**config.mk**
```make
export PLATFORM = sky130hd
export DESIGN_NAME = alu_op_issue
export DESIGN_NICKNAME = d
export VERILOG_FILES = /design/src/rtl/alu_op_issue.sv
export SDC_FILE = /design/constraint.sdc
export NUM_CORES = 1
export LEC_CHECK = 0
export CAP_MARGIN = 20
export CELL_PAD_IN_SITES_DETAIL_PLACEMENT = 0
export CELL_PAD_IN_SITES_GLOBAL_PLACEMENT = 1
export CORE_MARGIN = 3
export CORE_UTILIZATION = 36
export CTS_CLUSTER_SIZE = 30
export DETAILED_ROUTE_END_ITERATION = 8
export PLACE_DENSITY = 0.74
export SLEW_MARGIN = 5
export SYNTH_ARGS = -nofsm -noshare
export SYNTH_HDL_FRONTEND = slang
export SYNTH_SLANG_ARGS = --single-unit
```
**constraint.sdc**
```tcl
create_clock -name clk -period 1.8 [get_ports clk]
set_clock_uncertainty 0.05 [all_clocks]
set_input_delay 0.36 -clock clk [delete_from_list [all_inputs] [get_ports clk]]
set_output_delay 0.36 -clock clk [all_outputs]
set_load 0.01 [all_outputs]
```
**src/rtl/alu_op_issue.sv**
```systemverilog
// ---------------------------------------------------------------------------
// alu_op_issue
//
// Producer side of the ALU Operation interface. Decoded instruction fields
// from the decode stage (ALUOp class, funct3, funct7[5]) are translated into
// a 4-bit ALU operation code and handed to the execute stage through a
// registered valid/ready stage backed by a 2-entry skid buffer (main output
// register plus one skid register).
//
// Ports:
//   clk, rst_n          clock (rising edge), asynchronous active-low reset
//   in_valid/in_ready   decode-side handshake; in_ready is registered
//   ALUOp               instruction class (000 mem, 001 branch, 010 R,
//                       011 I-type ALU, 100 LUI)
//   Funct3, Funct7b5    instr[14:12] and instr[30]
//   flush               synchronous drop of all buffered entries
//   out_valid/out_ready execute-side handshake
//   Operation           ALU operation code of the head entry
//   illegal             head entry came from an unsupported encoding
//
// Optional feature (macro ALU_OP_ISSUE_PERF_EN):
//   adds issue_count / illegal_count, 16-bit saturating counters of output
//   transfers and of illegal output transfers. Cleared by reset only.
// ---------------------------------------------------------------------------
module alu_op_issue #(
  parameter int OPCODE_LENGTH = 4,
  parameter int ALUOP_WIDTH   = 3
) (
  input  logic                     clk,
  input  logic                     rst_n,
  input  logic                     in_valid,
  output logic                     in_ready,
  input  logic [ALUOP_WIDTH-1:0]   ALUOp,
  input  logic [2:0]               Funct3,
  input  logic                     Funct7b5,
  input  logic                     flush,
  output logic                     out_valid,
  input  logic                     out_ready,
  output logic [OPCODE_LENGTH-1:0] Operation,
`ifdef ALU_OP_ISSUE_PERF_EN
  output logic [15:0]              issue_count,
  output logic [15:0]              illegal_count,
`endif
  output logic                     illegal
);

  localparam logic [OPCODE_LENGTH-1:0] OP_AND = 'd0;
  localparam logic [OPCODE_LENGTH-1:0] OP_OR  = 'd1;
  localparam logic [OPCODE_LENGTH-1:0] OP_ADD = 'd2;
  localparam logic [OPCODE_LENGTH-1:0] OP_XOR = 'd5;
  localparam logic [OPCODE_LENGTH-1:0] OP_SUB = 'd6;
  localparam logic [OPCODE_LENGTH-1:0] OP_SLL = 'd7;
  localparam logic [OPCODE_LENGTH-1:0] OP_EQ  = 'd8;
  localparam logic [OPCODE_LENGTH-1:0] OP_NE  = 'd9;
  localparam logic [OPCODE_LENGTH-1:0] OP_GE  = 'd10;
  localparam logic [OPCODE_LENGTH-1:0] OP_LUI = 'd11;
  localparam logic [OPCODE_LENGTH-1:0] OP_LT  = 'd12;
  localparam logic [OPCODE_LENGTH-1:0] OP_SRA = 'd14;
  localparam logic [OPCODE_LENGTH-1:0] OP_SRL = 'd15;

  localparam logic [ALUOP_WIDTH-1:0] CLS_MEM = 'd0;
  localparam logic [ALUOP_WIDTH-1:0] CLS_BR  = 'd1;
  localparam logic [ALUOP_WIDTH-1:0] CLS_R   = 'd2;
  localparam logic [ALUOP_WIDTH-1:0] CLS_I   = 'd3;
  localparam logic [ALUOP_WIDTH-1:0] CLS_LUI = 'd4;

  typedef enum logic [1:0] {
    ST_EMPTY = 2'd0,
    ST_ONE   = 2'd1,
    ST_FULL  = 2'd2
  } state_t;

  state_t                   state_q, state_d;
  logic                     in_ready_q, in_ready_d;
  logic [OPCODE_LENGTH-1:0] main_op_q, main_op_d;
  logic                     main_ill_q, main_ill_d;
  logic [OPCODE_LENGTH-1:0] skid_op_q, skid_op_d;
  logic                     skid_ill_q, skid_ill_d;

  logic [OPCODE_LENGTH-1:0] dec_op;
  logic                     dec_ill;
  logic                     in_xfer;
  logic                     out_xfer;

  // Field decode. R-type and I-type share the funct3 table; only funct3=000
  // differs (I-type has no SUB, so b5 is an immediate bit there).
  always_comb begin
    dec_op  = OP_ADD;
    dec_ill = 1'b0;
    case (ALUOp)
      CLS_MEM: dec_op = OP_ADD;
      CLS_LUI: dec_op = OP_LUI;
      CLS_BR: begin
        case (Funct3)
          3'b000:  dec_op = OP_EQ;
          3'b001:  dec_op = OP_NE;
          3'b100:  dec_op = OP_LT;
          3'b101:  dec_op = OP_GE;
          default: dec_ill = 1'b1;
        endcase
      end
      CLS_R, CLS_I: begin
        case (Funct3)
          3'b000:  dec_op = ((ALUOp == CLS_R) && Funct7b5) ? OP_SUB : OP_ADD;
          3'b111:  dec_op = OP_AND;
          3'b110:  dec_op = OP_OR;
          3'b100:  dec_op = OP_XOR;
          3'b010:  dec_op = OP_LT;
          3'b001: begin
            if (Funct7b5) dec_ill = 1'b1;
            else          dec_op  = OP_SLL;
          end
          3'b101:  dec_op = Funct7b5 ? OP_SRA : OP_SRL;
          default: dec_ill = 1'b1;
        endcase
      end
      default: dec_ill = 1'b1;
    endcase
    if (dec_ill) dec_op = '0;
  end

  assign in_xfer  = in_valid && in_ready_q;
  assign out_xfer = out_valid && out_ready;

  // Buffer next-state. in_ready_q is 0 only in FULL, so an input transfer
  // never coincides with FULL. Flush overrides everything but lets the
  // current output handshake complete (the consumer already took it).
  always_comb begin
    state_d    = state_q;
    main_op_d  = main_op_q;
    main_ill_d = main_ill_q;
    skid_op_d  = skid_op_q;
    skid_ill_d = skid_ill_q;
    if (flush) begin
      state_d = ST_EMPTY;
    end else begin
      case (state_q)
        ST_EMPTY: begin
          if (in_xfer) begin
            main_op_d  = dec_op;
            main_ill_d = dec_ill;
            state_d    = ST_ONE;
          end
        end
        ST_ONE: begin
          if (in_xfer && out_xfer) begin
            main_op_d  = dec_op;
            main_ill_d = dec_ill;
          end else if (in_xfer) begin
            skid_op_d  = dec_op;
            skid_ill_d = dec_ill;
            state_d    = ST_FULL;
          end else if (out_xfer) begin
            state_d = ST_EMPTY;
          end
        end
        ST_FULL: begin
          if (out_xfer) begin
            main_op_d  = skid_op_q;
            main_ill_d = skid_ill_q;
            state_d    = ST_ONE;
          end
        end
        default: state_d = ST_EMPTY;
      endcase
    end
    in_ready_d = (state_d != ST_FULL);
  end

  always_ff @(posedge clk or negedge rst_n) begin
    if (!rst_n) begin
      state_q    <= ST_EMPTY;
      in_ready_q <= 1'b1;
      main_op_q  <= '0;
      main_ill_q <= 1'b0;
      skid_op_q  <= '0;
      skid_ill_q <= 1'b0;
    end else begin
      state_q    <= state_d;
      in_ready_q <= in_ready_d;
      main_op_q  <= main_op_d;
      main_ill_q <= main_ill_d;
      skid_op_q  <= skid_op_d;
      skid_ill_q <= skid_ill_d;
    end
  end

  assign out_valid = (state_q != ST_EMPTY);
  assign in_ready  = in_ready_q;
  assign Operation = main_op_q;
  assign illegal   = main_ill_q;

`ifdef ALU_OP_ISSUE_PERF_EN
  logic [15:0] issue_count_q, issue_count_d;
  logic [15:0] illegal_count_q, illegal_count_d;

  // Saturating counters; flush does not clear them.
  always_comb begin
    issue_count_d   = issue_count_q;
    illegal_count_d = illegal_count_q;
    if (out_xfer && (issue_count_q != 16'hFFFF))
      issue_count_d = issue_count_q + 16'd1;
    if (out_xfer && main_ill_q && (illegal_count_q != 16'hFFFF))
      illegal_count_d = illegal_count_q + 16'd1;
  end

  always_ff @(posedge clk or negedge rst_n) begin
    if (!rst_n) begin
      issue_count_q   <= '0;
      illegal_count_q <= '0;
    end else begin
      issue_count_q   <= issue_count_d;
      illegal_count_q <= illegal_count_d;
    end
  end

  assign issue_count   = issue_count_q;
  assign illegal_count = illegal_count_q;
`endif

endmodule

```
==> reports/qor.yml <==
layout:
  antenna_cells: 0
  fillCellCount: 193
  multi_input_area_um2: 489
  regArea_um2: 327
  drive_above_1_share: 0.202
  fin_nets: 142
  syn_to_final_growth_pct: 42.6
route:
  drt_iter0_drc: 15
  dr.pass1.iters: 4
  routed_via_density: 5.19
  detail_route.wl_per_cell_um: 13.2
  drc: 0
  antenna_left: 0
  vias: 809
  drt-total-wl_mm: 2.05
power:
  power_density_nw_per_um2: 651
  leakagePower_uw: 0.000551
  power_frac_seq: 0.458
  clkPwrFrac: 0.235
  swShare: 0.289
  peakVddDrop_uv: 372
  pwr-share-comb: 0.307
  power_switching_uw: 226
  p_int_uw: 556
logic_synthesis:
  syn-num-nets: 104
  yosysWarnings: 0
  synth_area_leaders: "dfrtp_1 (36%), nand2_1 (4.9%), o21ai_0 (3.6%)"
  yosysUniqueCellTypes: 41
  synth_edf_count: 0
  netlist.top_cell.by_area: "dfrtp_1"
  postSynthCellCount: 92
  ys_seq_area_frac: 0.387
  avgSynthCellArea_um2: 9.17
  synth-seq-cells: 13
  synth_top_area_frac: 0.356
  async_flop_share: 1.00
  synth_ff_type: "dfrtp_1"
  synth_area_um2: 843
placement:
  port_buffers: 18
  preCtsSetupSlack_ps: -187
  gp_congestion: 0.828
  dp_hpwl_mm: 1.58
timing:
  worstMarginPinSlew_ps: 587
  post-route-period-util: 0.921
  max_freq_mhz: 603
  relSlewSlack: 0.608
  holdWs_ps: 391
  finalCriticalPeriod_ps: 1660
  hold_violations: 0
  maxSlewViolCount: 0
  rsz0062_at_grt: "false"
  setup_viol: 0
  fin_ws_ps: 142
setup_path:
  crit_required_ps: 1940
  cp-start-kind: "primary input"
  worstPathMaxFanout: 5
  reg2regPathDepth: 5
  r2r-start: "state_q[1]$_DFF_PN0_"
  critPathKind: "primary input to flip-flop"
  cp_data_arrival_time_ps: 1800
  ff2ff_setup_slack_ps: 260
  r2r_end: "Operation[3]$_DFFE_PN0P_"
  endpoint_kind: "flip-flop"
cts:
  path_clk_slew_ps: 80
  clk_latency_ps: 280
  cts_max_level: 1
  cts_tree: "done"
  cts_made_buffers: 3
  clock_path_buffers: 2
  root_buffer: "clkbuf_4"
  cts_num_sinks: 13
global_route:
  grt_max_degree: 14
  grt.total_usage: 0.167
  antenna_found_initial: 0
  grt_pass1_vias: 764
  grt_pass1_wl_mm: 3.45
  grt-ovfl-total: 0
die:
  rows: 16
  die_h_um: 54.4
  coreArea_um2: 2080
  initial_core_util: 0.405
  die-width_um: 54.4
  ioPinCount: 19
  die_area_um2: 2960
min_path:
  hold_class: "primary input to async pin"
flow_run:
  maxCapViolCount: 0
outcome:
  status: "completed"
[flip-flops by register name (all words and copies together), names as in the netlist]
name and count:
in_ready 1, Operation 4, skid_op_q 4, illegal 1, state_q 2, skid_ill_q 1
[cell families after synthesis]
group                     Yosys count  share of synthesized area
AOI/OAI and AO/OA                  29                      0.260
buffers and inverters               6                     0.0326
muxes                               3                     0.0371
DFF                                13                      0.387
xor gates and xnor gates            1                     0.0104
and+or+nand+nor                    40                      0.273
[through the flow]
stage / std cells / utilization / instance area [um^2] / setup TNS, ps / power [uW]
6_report: 156 / 0.578 / 1200 / 0 / 783
2_1_floorplan: 92 / - / 843 / 0 / 475
3_5_place_dp: 151 / 0.559 / 1160 / -1130 / 602
3_3_place_gp: 151 / 0.559 / 1160 / -997 / 600
4_1_cts: 156 / 0.575 / 1200 / 0 / 796
5_1_grt: 156 / 0.578 / 1200 / 0 / 842
[synthesized netlist by cell type, drive strengths merged (2+ instances only)]
| master | instances |
|---|---|
| dfrtp | 12 |
| and2b | 2 |
| nand3 | 2 |
| a221oi | 2 |
| nor2b | 3 |
| o21a | 4 |
| nor3b | 2 |
| nand2b | 3 |
| nor3 | 2 |
| o211ai | 3 |
| nor2 | 6 |
| o21ai | 7 |
| mux2i | 2 |
| and3b | 2 |
| inv | 4 |
| o31ai | 3 |
| nand2 | 11 |
| and2 | 2 |
[power groups by stage]
stage | combinational (uW) | sequential [uW] | clock [uW]
after floorplan | 105 | 370 | 0
after global placement | 235 | 364 | 0
after detailed placement | 236 | 366 | 0
after CTS | 242 | 359 | 196
after global routing | 264 | 365 | 214
final | 240 | 359 | 184
[worst max-delay path by stage]
stage                                  start                  endpoint  slack (ps)  cells after the start
after detailed placement           Funct3[1]  Operation[0]$_DFFE_PN0P_        -190                      5
after global routing               out_ready  skid_op_q[3]$_DFFE_PN0P_          40                      6
after global placement             Funct3[1]  Operation[3]$_DFFE_PN0P_        -140                      5
after CTS                 in_ready$_DFF_PN1_                  in_ready           6                      1
after floorplan           in_ready$_DFF_PN1_  Operation[2]$_DFFE_PN0P_         350                      3
final                              Funct3[0]  Operation[3]$_DFFE_PN0P_         140                      6
[worst max-delay path, stage by stage]
cell	delay [ps]
clkdlybuf4s50_1	480
buf_4	170
or3b_1	370
o21ai_0	90
a211oi_1	120
o31ai_1	210
[metal layers]
layer | track usage | share of wire | up-vias
met5 | 0 | 0 | -
met4 | 0.0622 | 0.016 | 0
met3 | 0.0599 | 0.043 | 5
met2 | 0.249 | 0.45 | 10
met1 | 0.220 | 0.49 | 384
li1 | - | - | 410
[repair_timing]
action | CTS | global route
endpoints found under the setup margin | 1 | 3
buffers inserted | 1 | 0
gates resized for setup | 1 | 2
hold buffers | 0 | 0
[cells in the final DEF, fill, tap and decap left out, types with 2 or more instances in the layout]
master and instances:
buf_4 17, clkbuf_4 3, dlymetal6s2s_1 2, mux2i_1 2, nor3_1 2, o21ai_0 6, clkdlybuf4s50_1 15, nand2b_1 3
dfrtp_1 12, nor3b_1 2, inv_1 4, nor2_1 5, and2_1 2, nand2_1 11, o31ai_1 3, nor2b_1 3
and2b_1 2, nand3_1 2, a221oi_1 2, o211ai_1 3, o21a_1 4
[layout make-up]
cell class,count,share of cell area
multi-input combinational,73,0.407
clock buffer,4,0.0219
timing repair buffer,35,0.259
inverter,4,0.0125
sequential,13,0.272
tap,27,0.0281
(Power assumes the default switching activity.)
==> RTL change: new RTL, same flow settings <==
Build with the macro `ALU_OP_ISSUE_PERF_EN` defined.
--- a/src/rtl/alu_op_issue.sv
+++ b/src/rtl/alu_op_issue.sv
@@ -22,6 +22,8 @@
 //   adds issue_count / illegal_count, 16-bit saturating counters of output
 //   transfers and of illegal output transfers. Cleared by reset only.
 // ---------------------------------------------------------------------------
+`define ALU_OP_ISSUE_PERF_EN
+
 module alu_op_issue #(
   parameter int OPCODE_LENGTH = 4,
   parameter int ALUOP_WIDTH   = 3
Formal check against the unedited RTL (old outputs only; new: illegal_count and issue_count): equivalent (equiv_simple and equiv_induct, registers matched by name and starting in step).
==> RTL change against the unedited design <==
Sequential cell count is 32 higher; worst setup slack worse by 110 ps; total power grew to 3.6 times the old value; synthesized area grew to 2.8 times the old value; hold slack better by 21 ps; cell area grew to 2.8 times the old value; wire length grew to 2.6 times the old value.
==> RTL change: results (changes against the unedited design) <==
[outcome]
run_status=complete, no violations

[global_routing]
grt_pass1_wl_um=8910  ; +160%
grt_pass1_vias=1913  ; +150%
grt_max_degree=46  ; +32

[synthesis]
synthTopCellsByCount=dfrtp_1 (44), nand2_1 (28), xnor2_1 (20)
avgSynthCellArea_sq_um=10.2  ; +11%
netlist_instances=232  ; +150%
synth_xor_area_share_pct=9.64  ; +8.6 points
synth_compound_area_share_pct=11.2  ; -15 points
yosys-top-cells-area=dfrtp_1 (47%), xnor2_1 (7.4%), nand2_1 (4.5%)
yosysUniqueCellTypes=50  ; +22%
yosys.area_share.adder_pct=1.06  ; +1.1 points
seq_area_frac_synth_pct=47.7  ; +9.0 points
synthMuxAreaShare_pct=3.50  ; -0.21 points
synth_fp_nets=246  ; +140%

[timing]
whs_ps=412  ; +20.8 ps
period_needed_ps=1760  ; +107 ps
worst_slew_pin_slew_ps=352  ; -234 ps

[critical_path]
critPathMaxFanout=3  ; -2
critPathArrivalTime_ps=1350  ; -450 ps
ff2ff_setup_slack_ps=90  ; -170 ps

[finish]
multi_input_cells=173  ; +140%
inverters_excl_clock=9  ; +5
multiInputGateArea_sq_um=1190  ; +140%
buffers=96  ; +170%
clkCellAreaFrac_pct=2.82  ; +0.64 points
bufAreaShareNonClock_pct=25.4  ; -0.54 points
seq_share_pct=33.1  ; +5.9 points
syn2layout_area_growth_pct=44.6
nets=344  ; +140%
fillerInstances=571  ; +200%
num-clock-buffers=6  ; +2
drive_above_1_share_pct=26.0  ; +5.8 points

[detailed_routing]
wl_um=5380  ; +160%
first_iter_violations=82  ; +67
firstDrtPassIters=4  ; unchanged
vias=2044  ; +150%
wl_per_cell_um=13.3  ; +0.73%

[place]
dp_slack_ps=-275  ; -88.9 ps
placed_cells=389  ; +160%
io_buffers=50  ; +32
hpwlAfterDp_um=3920  ; +150%
place_area_sq_um=3200  ; +170%

[power]
intPower_mw=1.95  ; +250%
comb_cell_power_mw=0.795  ; +230%
p_leak_nw=1.54  ; +180%
irDropWorstVdd_mv=0.605  ; +63%
p_seq_mw=1.32  ; +270%
total_power_mw=2.79  ; +260%

[clock_network]
clkLatencyLatePin_ps=300  ; +20 ps
htree_levels=2  ; +1
clkTransAtPathRegs_ps=90
cts_root_buf=clkbuf_8
cts_setup_buffers=2  ; +1
ctsResizeCount=2  ; +1
hold_buffers=1  ; +1
clock_sinks=45  ; +32
cts_buffers=5  ; +2

[min_path]
min_path_type=in -> reg

## RTL change: cell count changes after synthesis, sizes merged, moves of 5 or more
cell and delta:
a21oi +9, and3 +6, dfrtp +32, inv +5, mux2 +6, nand2 +17
nand3 +14, nand4 +8, nor2 +12, xnor2 +19, xor2 +6
## RTL change: routing by layer
metal / GRT usage [%] / share of wire (%) / vias up
li1: - / - / 1018
met1: 21.1 / 50 / 986
met2: 22.6 / 45 / 33
met3: 3.69 / 3.9 / 7
met4: 4.67 / 1.5 / 0
met5: 0 / 0 / -
## RTL change: worst paths after layout
path                                        from           endpoint  cells after the start
worst max register to register  illegal_count[1]   illegal_count[1]                      6
max in group asynchronous                  rst_n           in_ready                      3
worst min-delay path                   out_ready           in_ready                      3
min in group asynchronous                  rst_n  illegal_count[12]                      3
worst min register to register      skid_op_q[2]       skid_op_q[2]                      2
worst max-delay path            illegal_count[2]   illegal_count[2]                      2
## RTL change: critical path, cell delays in order, from the launching register on
cell             delay, ps
dfrtp_1                390
buf_4                  130
clkdlybuf4s50_1        530
